File: src/rtl/multihot_index_encoder_pkg.sv
// Shared types and sizing helpers for the multi-hot to index serialiser.
package multihot_index_encoder_pkg;

    typedef enum logic [1:0] {
        IDLE = 2'd0,
        EMIT = 2'd1,
        ERR  = 2'd2
    } state_e;

    localparam int DEF_N = 4;

    // Index width for an N-wide vector; never below one bit.
    function automatic int idx_width(input int n);
        return (n > 2) ? $clog2(n) : 1;
    endfunction

endpackage

File: src/rtl/multihot_index_encoder_lsb_priority_encoder.sv
// Combinational lowest-set-bit finder: binary index, one-hot mask, any-set flag.
module lsb_priority_encoder
    import multihot_index_encoder_pkg::*;
#(
    parameter int N = DEF_N,
    parameter int W = idx_width(N)
) (
    input  logic [N-1:0] vec_i,
    output logic [W-1:0] idx_o,
    output logic [N-1:0] mask_o,
    output logic         any_o
);

    // Scan from the top down so the lowest set bit is the last one written.
    always_comb begin
        idx_o  = '0;
        mask_o = '0;
        any_o  = |vec_i;
        for (int i = N - 1; i >= 0; i--) begin
            if (vec_i[i]) begin
                idx_o     = W'(i);
                mask_o    = '0;
                mask_o[i] = 1'b1;
            end
        end
    end

endmodule

File: src/rtl/multihot_index_encoder.sv
// Serialises a multi-hot request vector into one binary index per beat, lowest first.
module multihot_index_encoder
    import multihot_index_encoder_pkg::*;
#(
    parameter  int N = DEF_N,
    localparam int W = idx_width(N)
) (
    input  logic         clk,
    input  logic         rst,
    input  logic         in_valid,
    output logic         in_ready,
    input  logic [N-1:0] in_vec,
    output logic         out_valid,
    input  logic         out_ready,
    output logic [W-1:0] out_idx,
    output logic         out_last,
    output logic         out_err
);

    state_e       state_q, state_d;
    logic [N-1:0] pend_q, pend_d;

    logic [W-1:0] low_idx;
    logic [N-1:0] low_mask;
    logic         pend_any;
    logic [N-1:0] pend_rest;

    lsb_priority_encoder #(.N(N), .W(W)) u_lsb (
        .vec_i  (pend_q),
        .idx_o  (low_idx),
        .mask_o (low_mask),
        .any_o  (pend_any)
    );

    assign pend_rest = pend_q & ~low_mask;

    // Outputs come only from registered state and pend, never from in_* or out_ready.
    always_comb begin
        in_ready  = (state_q == IDLE);
        out_valid = (state_q != IDLE);
        out_err   = (state_q == ERR);
        out_idx   = '0;
        out_last  = 1'b0;
        case (state_q)
            EMIT: begin
                out_idx  = low_idx;
                out_last = pend_any && (pend_rest == '0);
            end
            ERR:     out_last = 1'b1;
            default: ;
        endcase
    end

    always_comb begin
        state_d = state_q;
        pend_d  = pend_q;
        case (state_q)
            IDLE: begin
                if (in_valid) begin
                    pend_d  = in_vec;
                    state_d = (in_vec == '0) ? ERR : EMIT;
                end
            end
            EMIT: begin
                if (out_ready) begin
                    pend_d = pend_rest;
                    if (pend_rest == '0) state_d = IDLE;
                end
            end
            ERR: begin
                if (out_ready) state_d = IDLE;
            end
            default: state_d = IDLE;
        endcase
    end

    always_ff @(posedge clk) begin
        if (rst) begin
            state_q <= IDLE;
            pend_q  <= '0;
        end else begin
            state_q <= state_d;
            pend_q  <= pend_d;
        end
    end

endmodule

File: config.mk
export PLATFORM = sky130hd
export DESIGN_NAME = multihot_index_encoder
export DESIGN_NICKNAME = d
export VERILOG_FILES = /design/src/rtl/multihot_index_encoder_pkg.sv /design/src/rtl/multihot_index_encoder_lsb_priority_encoder.sv /design/src/rtl/multihot_index_encoder.sv
export SDC_FILE = /design/constraint.sdc
export NUM_CORES = 1
export LEC_CHECK = 0
export CAP_MARGIN = 20
export CORE_AREA = 10 10 47 49
export DETAILED_ROUTE_END_ITERATION = 8
export DIE_AREA = 0 0 57 59
export PLACE_DENSITY = 0.65
export SYNTH_ARGS = -nofsm -noshare
export SYNTH_HDL_FRONTEND = slang
export SYNTH_SLANG_ARGS = --single-unit
File: constraint.sdc
create_clock -name clk -period 1.32 [get_ports clk]
set_input_delay 0.264 -clock clk [delete_from_list [all_inputs] [get_ports clk]]
set_output_delay 0.264 -clock clk [all_outputs]
set_load 0.02 [all_outputs]
==> impl_metrics.csv <==
group,metric,value,unit
yosys,synth_cell_types,29,
global_route,grtUsageTotal,8.46,%
worst_setup_path,r2r-end,"state_q[1]",
die,dieArea,3360,um^2
final_layout,antenna_cells,0,
final_layout,fin_cells,111,
yosys,yosysSeqAreaShare,23.8,%
placement,gp_congestion,0.807,
die,core,1400,um^2
final_layout,area_delta_synth_final,83.9,%
timing,clock_skew,0.973,ps
timing,tightest_slew,319,ps
timing,max_freq,636,MHz
timing,fin_ws,-252,ps
die,die_x,57,um
min_path,hp-class,"in2reg",
routing,drc_errors,0,
worst_setup_path,cp_slowest_cell,"dfxtp_2",
run_status,violations,"setup timing",
die,rows,14,
timing,rsz0062_at_grt,"true",
routing,vias,560,
timing,period_needed,1570,ps
worst_setup_path,path_cells,"buf_6 > ha_4 > buf_6 > o21ba_4 > a311oi_2 > buf_4 > mux2i_1",
final_layout,utilization,66.3,%
timing,hold_viol,0,
worst_setup_path,cpMostUsedCell,"buf_6",
worst_setup_path,worstSetupStartpoint,"state_q[0]",
global_route,grt_max_degree,8,
timing,tns,-1640,ps
worst_setup_path,cp_max_fo,3,
placement,dpl.cell_count,104,
clock_network,cts.path.max_buffers,2,
yosys,synth-simple-area-share,22.3,%
clock_network,clk_latency,230,ps
min_path,min-delay-start,"in_vec[2]",
pwr,combPwrFrac,60.1,%
yosys,yosys_warnings,0,
run,drv_cap,0,
final_layout,layout_common_cells,"19 x buf_4, 7 x clkdlybuf4s50_1, 6 x a21oi_1",
pwr,seqPwrFrac,24.1,%
global_route,grt_first_pass_wirelength,2350,um
clock_network,cts_tree,"built",
routing,dr.pass1.iters,4,
worst_setup_path,cp-start-kind,"flop",
pwr,power_density,1070,nW/um^2
timing,setup_viol,9,
clock_network,clock_sinks,6,
yosys,synth_top_family_by_area,"compound AO/OA/AOI/OAI gates",
worst_setup_path,ff2ff_setup_slack,-250,ps
worst_setup_path,crit_end,"state_q[1]",
die,initial_core_util,36.1,%
global_route,grt_pass1_vias,601,
worst_setup_path,path_buf_inv,3,
routing,ant_nets,0,
yosys,synth-compound-area-share,30.9,%
placement,dpl_cell_area,842,um^2
final_layout,drive_gt1_share,54.7,%
clock_network,clockRootBuffer,"clkbuf_4",
worst_setup_path,max_stage_delay,330,ps
yosys,synth_fa_ha_area_share,7.43,%
routing,post_drt_wl_per_cell,13.1,um
yosys,muxShareOfSynthArea,3.96,%
worst_setup_path,worstSetupEndpointType,"flop",
yosys,synth_xor_area_share,1.73,%
routing,first_iter_violations,1,
clock_network,h-tree-depth,1,
worst_setup_path,path_depth,7,
clock_network,path_clk_slew,40,ps
timing,fin_crit_sh,119,%
final_layout,design_area,930,um^2
pwr,vdd_ir_drop_max,0.541,mV
pwr,p_switching,348,uW
die,die_h,59,um
pwr,power_frac_clock,15.9,%
final_layout,final_nets,108,
pwr,intPower,648,uW
timing,slew_headroom,78.6,%
worst_setup_path,r2r-start,"state_q[0]",
worst_setup_path,reg2regPathDepth,7,
pwr,p_sw_share,34.9,%
final_layout,final_common_cell,"buf_4",
global_route,grt_overflow,0,
routing,routed_wirelength,1460,um
routing,vias_per_cell,5.05,
clock_network,cts_buffers,3,
worst_setup_path,worstPathArrival,1730,ps
placement,portBuffers,13,
global_route,antenna_found_initial,0,
worst_setup_path,worst-setup-path-type,"reg2reg",
placement,dp_hpwl,1090,um
worst_setup_path,cp_top_family,"buffers and inverters",
yosys,syn_inst,63,
worst_setup_path,crit_required,1480,ps
die,io_pins,14,
timing,slew_viol_final,0,
yosys,synthesis.nets,74,
yosys,syn_avg_cell_area,8.02,um^2
yosys,netlist_area,505,um^2
pwr,leakage,0.000403,uW
yosys,ys_seq_elements,6,
run_status,status,"complete, but fails checks",
## sequential cells by signal, indices dropped and copies added (netlist names)
name and cells:
pend_q 4, state_q 2
## synthesized netlist by cell type, drive strengths merged
| library cell | number | area share, % |
|---|---|---|
| and2 | 1 | 1.2 |
| nand2 | 4 | 3.0 |
| a311oi | 1 | 3.0 |
| xor2 | 1 | 1.7 |
| nor2b | 3 | 3.7 |
| dfxtp | 6 | 24 |
| or3 | 1 | 1.2 |
| nor4 | 1 | 1.2 |
| nor3 | 2 | 2.0 |
| a21oi | 7 | 6.9 |
| nor3b | 1 | 1.5 |
| ha | 3 | 7.4 |
| nand3 | 1 | 0.99 |
| a21o | 1 | 1.5 |
| inv | 5 | 3.7 |
| nor2 | 1 | 0.74 |
| o31a | 2 | 3.5 |
| o21ai | 4 | 4.0 |
| buf | 3 | 5.4 |
| o41ai | 3 | 5.2 |
| o211ai | 1 | 1.5 |
| clkbuf | 1 | 0.74 |
| o21a | 1 | 1.5 |
| and3b | 1 | 1.7 |
| mux2i | 2 | 4.0 |
| a211o | 1 | 2.0 |
| nand2b | 4 | 4.9 |
| o21ba | 1 | 2.0 |
## area by class of cell
type / instances / area (um^2)
Multi-Input combinational cell: 48 / 437
Inverter: 5 / 21.3
Fill cell: 128 / 472
Tap cell: 16 / 20.0
Clock buffer: 3 / 22.5
Sequential cell: 6 / 126
Timing Repair Buffer: 33 / 303
## tightest hold or removal path, delay by kind of cell
kind,cells,cell delay (ps)
buffers and inverters,1,420
AND/OR/NAND/NOR,1,60
AO/OA/AOI/OAI,1,50
## timing repair
action | in CTS | in global routing
endpoints found under the setup margin | 12 | 11
pin swaps | 6 | 3
gates resized for setup | 36 | 7
gates cloned | 0 | 0
hold buffers | 0 | 0
buffers inserted | 3 | 1
## how the worst min path moves through the flow
stage / slack (ps) / to / depth (start not counted)
floorplan: 330 / pend_q[0] / 1
CTS: 590 / pend_q[2] / 3
global placement: 610 / state_q[0] / 3
finish: 600 / pend_q[2] / 3
detailed placement: 610 / state_q[0] / 3
global route: 610 / pend_q[3] / 3
## cell families after synthesis
family          after synthesis
xor+xnor                      1
mux                           2
buf+inv                       9
flops                         6
simple gates                 20
fa+ha+maj                     3
compound gates               22
## per-stage QoR
step / power, uW / setup slack, ps / hold slack, ps
2_1_floorplan: 561 / -39.9 / 333
3_3_place_gp: 752 / -377 / 606
3_5_place_dp: 752 / -374 / 608
4_1_cts: 981 / -262 / 590
5_1_grt: 1050 / -314 / 609
6_report: 996 / -252 / 597
## power by group through the flow
stage	sequential, uW	combinational (uW)	clock [uW]
after floorplan	228	333	0
after global placement	233	519	0
after detailed placement	233	519	0
after CTS	234	581	165
after global routing	244	638	168
final	240	598	158
## metal layers
layer	vias up	global-route usage, %	wire (um)
li1	294	-	-
met1	251	7.92	582
met2	15	16.1	773
met3	0	3.65	100
met4	0	2.68	0
met5	-	0	0
No activity file was read; power rests on OpenSTA's default activity.
